File: src/rtl/accumulator_sequencer.sv
`default_nettype none
// ============================================================================
// Module   : accumulator_sequencer
// Purpose  : Moore control FSM for a 16-bit accumulator CPU (fetch/decode/exec)
// Revision : 1.0 - initial release
// ============================================================================
module accumulator_sequencer #(
  parameter bit AUTO_RUN = 1'b0
) (
  input  logic        clk,
  input  logic        reset,
  input  logic        run,
  input  logic [15:0] ir,
  input  logic        acc_zero,
  input  logic        acc_neg,
  output logic        pc_write,
  output logic        mar_write,
  output logic        mbr_write,
  output logic        ir_write,
  output logic        acc_write,
  output logic        pc_sel,
  output logic        mar_sel,
  output logic        mbr_sel,
  output logic [1:0]  acc_sel,
  output logic [3:0]  alu_op,
  output logic        mem_write,
  output logic        retire,
  output logic        halted,
  output logic [3:0]  state
);

  typedef enum logic [3:0] {
    IDLE    = 4'd0,
    F_ADDR  = 4'd1,
    F_MEM   = 4'd2,
    F_IR    = 4'd3,
    DECODE  = 4'd4,
    M_READ  = 4'd5,
    M_MBR   = 4'd6,
    EXEC    = 4'd7,
    S_MBR   = 4'd8,
    S_WRITE = 4'd9,
    HALTED  = 4'd10
  } state_t;

  state_t     r_state;
  logic [3:0] w_opcode;
  logic       w_go;
  logic       w_mem_operand;
  logic       w_unused_addr;

  assign w_opcode      = ir[15:12];
  assign w_go          = run | AUTO_RUN;
  assign w_mem_operand = (w_opcode == 4'h0) || ((w_opcode >= 4'h2) && (w_opcode <= 4'h6));
  // The address field is routed by the datapath muxes, not by this block.
  assign w_unused_addr = ^ir[11:0];

  always_ff @(posedge clk or posedge reset) begin
    if (reset) begin
      r_state <= IDLE;
    end else begin
      case (r_state)
        IDLE:    r_state <= w_go ? F_ADDR : IDLE;
        F_ADDR:  r_state <= F_MEM;
        F_MEM:   r_state <= F_IR;
        F_IR:    r_state <= DECODE;
        DECODE: begin
          if (w_mem_operand)          r_state <= M_READ;
          else if (w_opcode == 4'h1)  r_state <= S_MBR;
          else if (w_opcode == 4'hF)  r_state <= HALTED;
          else                        r_state <= w_go ? F_ADDR : IDLE;
        end
        M_READ:  r_state <= M_MBR;
        M_MBR:   r_state <= EXEC;
        EXEC:    r_state <= w_go ? F_ADDR : IDLE;
        S_MBR:   r_state <= S_WRITE;
        S_WRITE: r_state <= w_go ? F_ADDR : IDLE;
        HALTED:  r_state <= HALTED;
        default: r_state <= IDLE;
      endcase
    end
  end

  // DECODE and EXEC outputs follow the opcode held in IR for this instruction.
  always_comb begin
    pc_write  = 1'b0;
    mar_write = 1'b0;
    mbr_write = 1'b0;
    ir_write  = 1'b0;
    acc_write = 1'b0;
    pc_sel    = 1'b0;
    mar_sel   = 1'b0;
    mbr_sel   = 1'b0;
    acc_sel   = 2'b00;
    alu_op    = 4'b0000;
    mem_write = 1'b0;
    retire    = 1'b0;
    case (r_state)
      F_ADDR: mar_write = 1'b1;
      F_MEM:  pc_write  = 1'b1;
      F_IR:   ir_write  = 1'b1;
      DECODE: begin
        case (w_opcode)
          4'h0, 4'h1, 4'h2, 4'h3, 4'h4, 4'h5, 4'h6: begin
            mar_write = 1'b1;
            mar_sel   = 1'b1;
          end
          4'h7, 4'h8: begin
            acc_write = 1'b1;
            alu_op    = (w_opcode == 4'h7) ? 4'b0100 : 4'b0101;
            retire    = 1'b1;
          end
          4'h9, 4'hA, 4'hB: begin
            pc_write = (w_opcode == 4'h9) || (w_opcode == 4'hA && acc_zero) ||
                       (w_opcode == 4'hB && acc_neg);
            pc_sel   = pc_write;
            retire   = 1'b1;
          end
          4'hC: begin
            acc_write = 1'b1;
            acc_sel   = 2'b10;
            retire    = 1'b1;
          end
          default: retire = 1'b1;
        endcase
      end
      M_MBR: mbr_write = 1'b1;
      EXEC: begin
        acc_write = 1'b1;
        retire    = 1'b1;
        case (w_opcode)
          4'h0:    acc_sel = 2'b01;
          4'h3:    alu_op  = 4'b0001;
          4'h4:    alu_op  = 4'b1000;
          4'h5:    alu_op  = 4'b1001;
          4'h6:    alu_op  = 4'b1010;
          default: alu_op  = 4'b0000;
        endcase
      end
      S_MBR: begin
        mbr_write = 1'b1;
        mbr_sel   = 1'b1;
      end
      S_WRITE: begin
        mem_write = 1'b1;
        retire    = 1'b1;
      end
      default: ;
    endcase
  end

  assign halted = (r_state == HALTED);
  assign state  = r_state;

endmodule
`default_nettype wire

File: config.mk
export PLATFORM = sky130hd
export DESIGN_NAME = accumulator_sequencer
export DESIGN_NICKNAME = d
export VERILOG_FILES = /design/src/rtl/accumulator_sequencer.sv
export SDC_FILE = /design/constraint.sdc
export NUM_CORES = 1
export LEC_CHECK = 0
export BUFFER_PORTS_ARGS = -buffer_cell sky130_fd_sc_hd__buf_2
export CORE_UTILIZATION = 38
export DETAILED_ROUTE_END_ITERATION = 12
export PLACE_DENSITY = 0.76
export SYNTH_ARGS = -nofsm -noshare
export SYNTH_HDL_FRONTEND = slang
export SYNTH_SLANG_ARGS = --single-unit
export TNS_END_PERCENT = 5
File: constraint.sdc
create_clock -name clk -period 1.6 [get_ports clk]
set_input_delay 0.08 -clock clk [delete_from_list [all_inputs] [get_ports clk]]
set_output_delay 0.08 -clock clk [all_outputs]
set_load 0.005 [all_outputs]
==> summary.txt <==
Global route
  • Gr usage total: between 10% and 20%
  • Largest net degree at the start of global routing: 15
  • Grt ovf: 0
  • Vias in the first global route: just under 500
  • Initial antenna violation count: 0
  • Met2 usage: between 20% and 30%
  • M3 GR Usage: roughly 3.3%
  • Global-route wire length before repair: between 2 and 2.5 mm
  • Most Crowded Layer GR: met2
  • Met1 Usage GRT: between 20% and 30%

Layout
  • Inserted Diodes: 0
  • Max reg flops: 4
  • Core Util, Final: just under 60%
  • # fillers: ~130
  • Post-route cell area: just under 800 um^2
  • Fraction of layout cells with a size suffix above 1: between 40% and 50%
  • Final nets: ~130
  • Footprint of the multi-input gates: approximately 420 um^2
  • Area Overhead vs Synth: 40.86%
  • Most common cell after layout, fill and taps aside: buf_2
  • Most frequent cells in the layout: buf_2 (29), nor2_1 (11), nand2_1 (6), buf_4 (5), dfrtp_1 (4)
  • Area occupied by registers: 100.1 um^2

Worst setup path
  • Worst path slowest cell: or4b_4
  • Buf/Inv on CP: 2
  • CP max stage delay: ~550 ps
  • Worst-path fanout max: 6
  • Worst path required time: ~1500 ps
  • CP top delay family: simple AND/OR/NAND/NOR gates
  • Critical path class: flop to output port
  • Critical Path Start Type: flop
  • Endpoint class of the critical path: output port
  • CP Data Arrival Time: approximately 1700 ps
  • Crit path cell chain: or4b_4, buf_6, nor3_2, a31oi_1, o21ai_1, buf_2

Die
  • Rows: 13
  • Core area: about 1300 um^2
  • Initial Utilization: between 40% and 50%
  • Die area: around 1600 um^2
  • DIE WIDTH: roughly 40 um
  • # IOs: 42
  • Die Ht: around 40 um

Run status
  • Outcome: finished, violations left
  • Failing checks: negative setup slack

Placed design
  • Routability cong.: between 0.7 and 0.8
  • DP Area: 709.4 um^2
  • Detailed Place HPWL: between 1 and 1.5 mm
  • IO buf count: 29

Timing
  • Worst slew margin: about 79%
  • Worst clock skew: between 5 and 6 ps
  • Period utilisation layout: 112.1%
  • Max-slew violation count: 0
  • Min Tclk post-route: 1794 ps
  • Final Hold Fails: 0
  • Crit path setup slack, layout: -193.9 ps
  • Final setup fails: 11
  • Fmax achieved: 557.4 MHz
  • Worst-Margin Slew: just over 300 ps
  • RSZ-0062 raised after global routing: yes

Synth
  • Mapped Cells: 77
  • Number of flops mapped to enable cells by yosys: 0
  • Syn nets: around 100
  • Flop and latch count out of synthesis: 4
  • Synth warn: 0
  • Sequential fraction of the synthesis area: 18.06%
  • Primary FF master, synth: dfrtp_1
  • Synthesized area: about 550 um^2
  • Mean post-synth cell area: between 7 and 8 um^2
  • Post-synth cell types: 34
  • FFs w/ async S/R, synth: 100.0%

Job
  • Max_cap viols: 0

Routing
  • Drt first-iter violations: 20
  • WL final: ~1.4 mm
  • TritonRoute pass-1 iters: 4
  • DRT antenna net count: 0
  • Via density: between 5 and 6
  • Drc violations: 0
  • Via count: about 670
  • Drt wl/cell: approximately 12 um

Clock network
  • CTS tree: built
  • CTS Buf Count: 3
  • Skew-Pair Late Insertion Delay: between 200 and 250 ps
  • CTS Sinks: 4
  • Clock transition at path regs: roughly 40 ps
  • Max clock buf depth: 2
  • Library cell used as clock root buffer: clkbuf_4
  • CTS H-tree lvls: 1

Min path
  • Hold Path Class: input pin to flop

Power and ir drop
  • Power per cell area: between 1000 and 1500 nW/um^2
  • Pleak: 0.4132 nW
  • Max VDD drop: 0.5897 mV
==> kinds of logic after synthesis <==
family | share of synthesized area, %
AOI/OAI and AO/OA | 24.83
xor gates and xnor gates | 3.161
DFF | 18.06
and+or+nand+nor | 40.63
buffers and inverters | 9.706
muxes | 3.612
==> cell type report <==
type                       instances  area share, %
tap                               15          2.404
multi-input combinational         62          53.37
clock buffer                       3          2.885
inverter                           2         0.9615
sequential                         4          12.82
timing repair buffer              37          27.56
==> report_power, final <==
group	switching (mW)	total (mW)	internal, mW
combinational	0.430	0.851	0.421
sequential	0.0240	0.170	0.145
clock	0.0400	0.124	0.0838
total	0.494	1.14	0.650
==> Yosys cell counts (all sizes together) (2+ instances only) <==
master	count	share of area, %
a21o	3	4.1
buf	4	5.0
dfrtp	4	18
inv	2	1.4
clkbuf	5	3.4
a31oi	2	2.3
nor4	3	8.8
nor3	5	4.5
o21bai	2	2.7
mux2i	2	3.6
nor2	11	7.4
nand2b	3	3.4
nand2	6	4.1
and3	3	3.4
o21ai	3	2.7
a21oi	3	2.7
o31ai	2	2.7
or2	3	3.4
==> per-layer routing <==
layer,vias up,part of all wire (%)
met5,-,0
li1,341,-
met1,299,45
met2,23,49
met3,2,4.2
met4,0,1.2
==> what timing repair did <==
item / in CTS / in global routing
pin swaps: 6 / 1
setup buffers: 2 / 0
gates resized for setup: 7 / 0
setup endpoints to repair: 11 / 12
hold buffers: 1 / 0
hold endpoints to repair: 4 / 0
==> metrics by stage <==
stage / TNS, ps / setup WS, ps / hold slack (ps) / power, mW / instances
after global routing: -2119 / -296.3 / 95.14 / 1.245 / 123
after CTS: -1270 / -195.8 / 93.49 / 1.145 / 123
after detailed placement: -182.5 / -97.69 / -41.23 / 0.9348 / 117
after global placement: -125.7 / -88.99 / -44.79 / 0.9110 / 117
after floorplan: 0 / 2.126 / -153.9 / 0.7025 / 77
final: -1265 / -193.9 / 96.67 / 1.144 / 123
==> final timing paths <==
kind                            startpoint  slack (ps)  cells after the start   endpoint
worst max-delay path              state[0]        -190                      6  alu_op[0]
worst min-delay path                   run         100                      2   state[0]
worst max register to register    state[0]        -110                      5   state[2]
worst min register to register    state[3]         660                      2   state[1]
max in group asynchronous            reset        1180                      3   state[2]
min in group asynchronous            reset         270                      3   state[3]
Note: power is estimated with default switching activity, not from simulation.
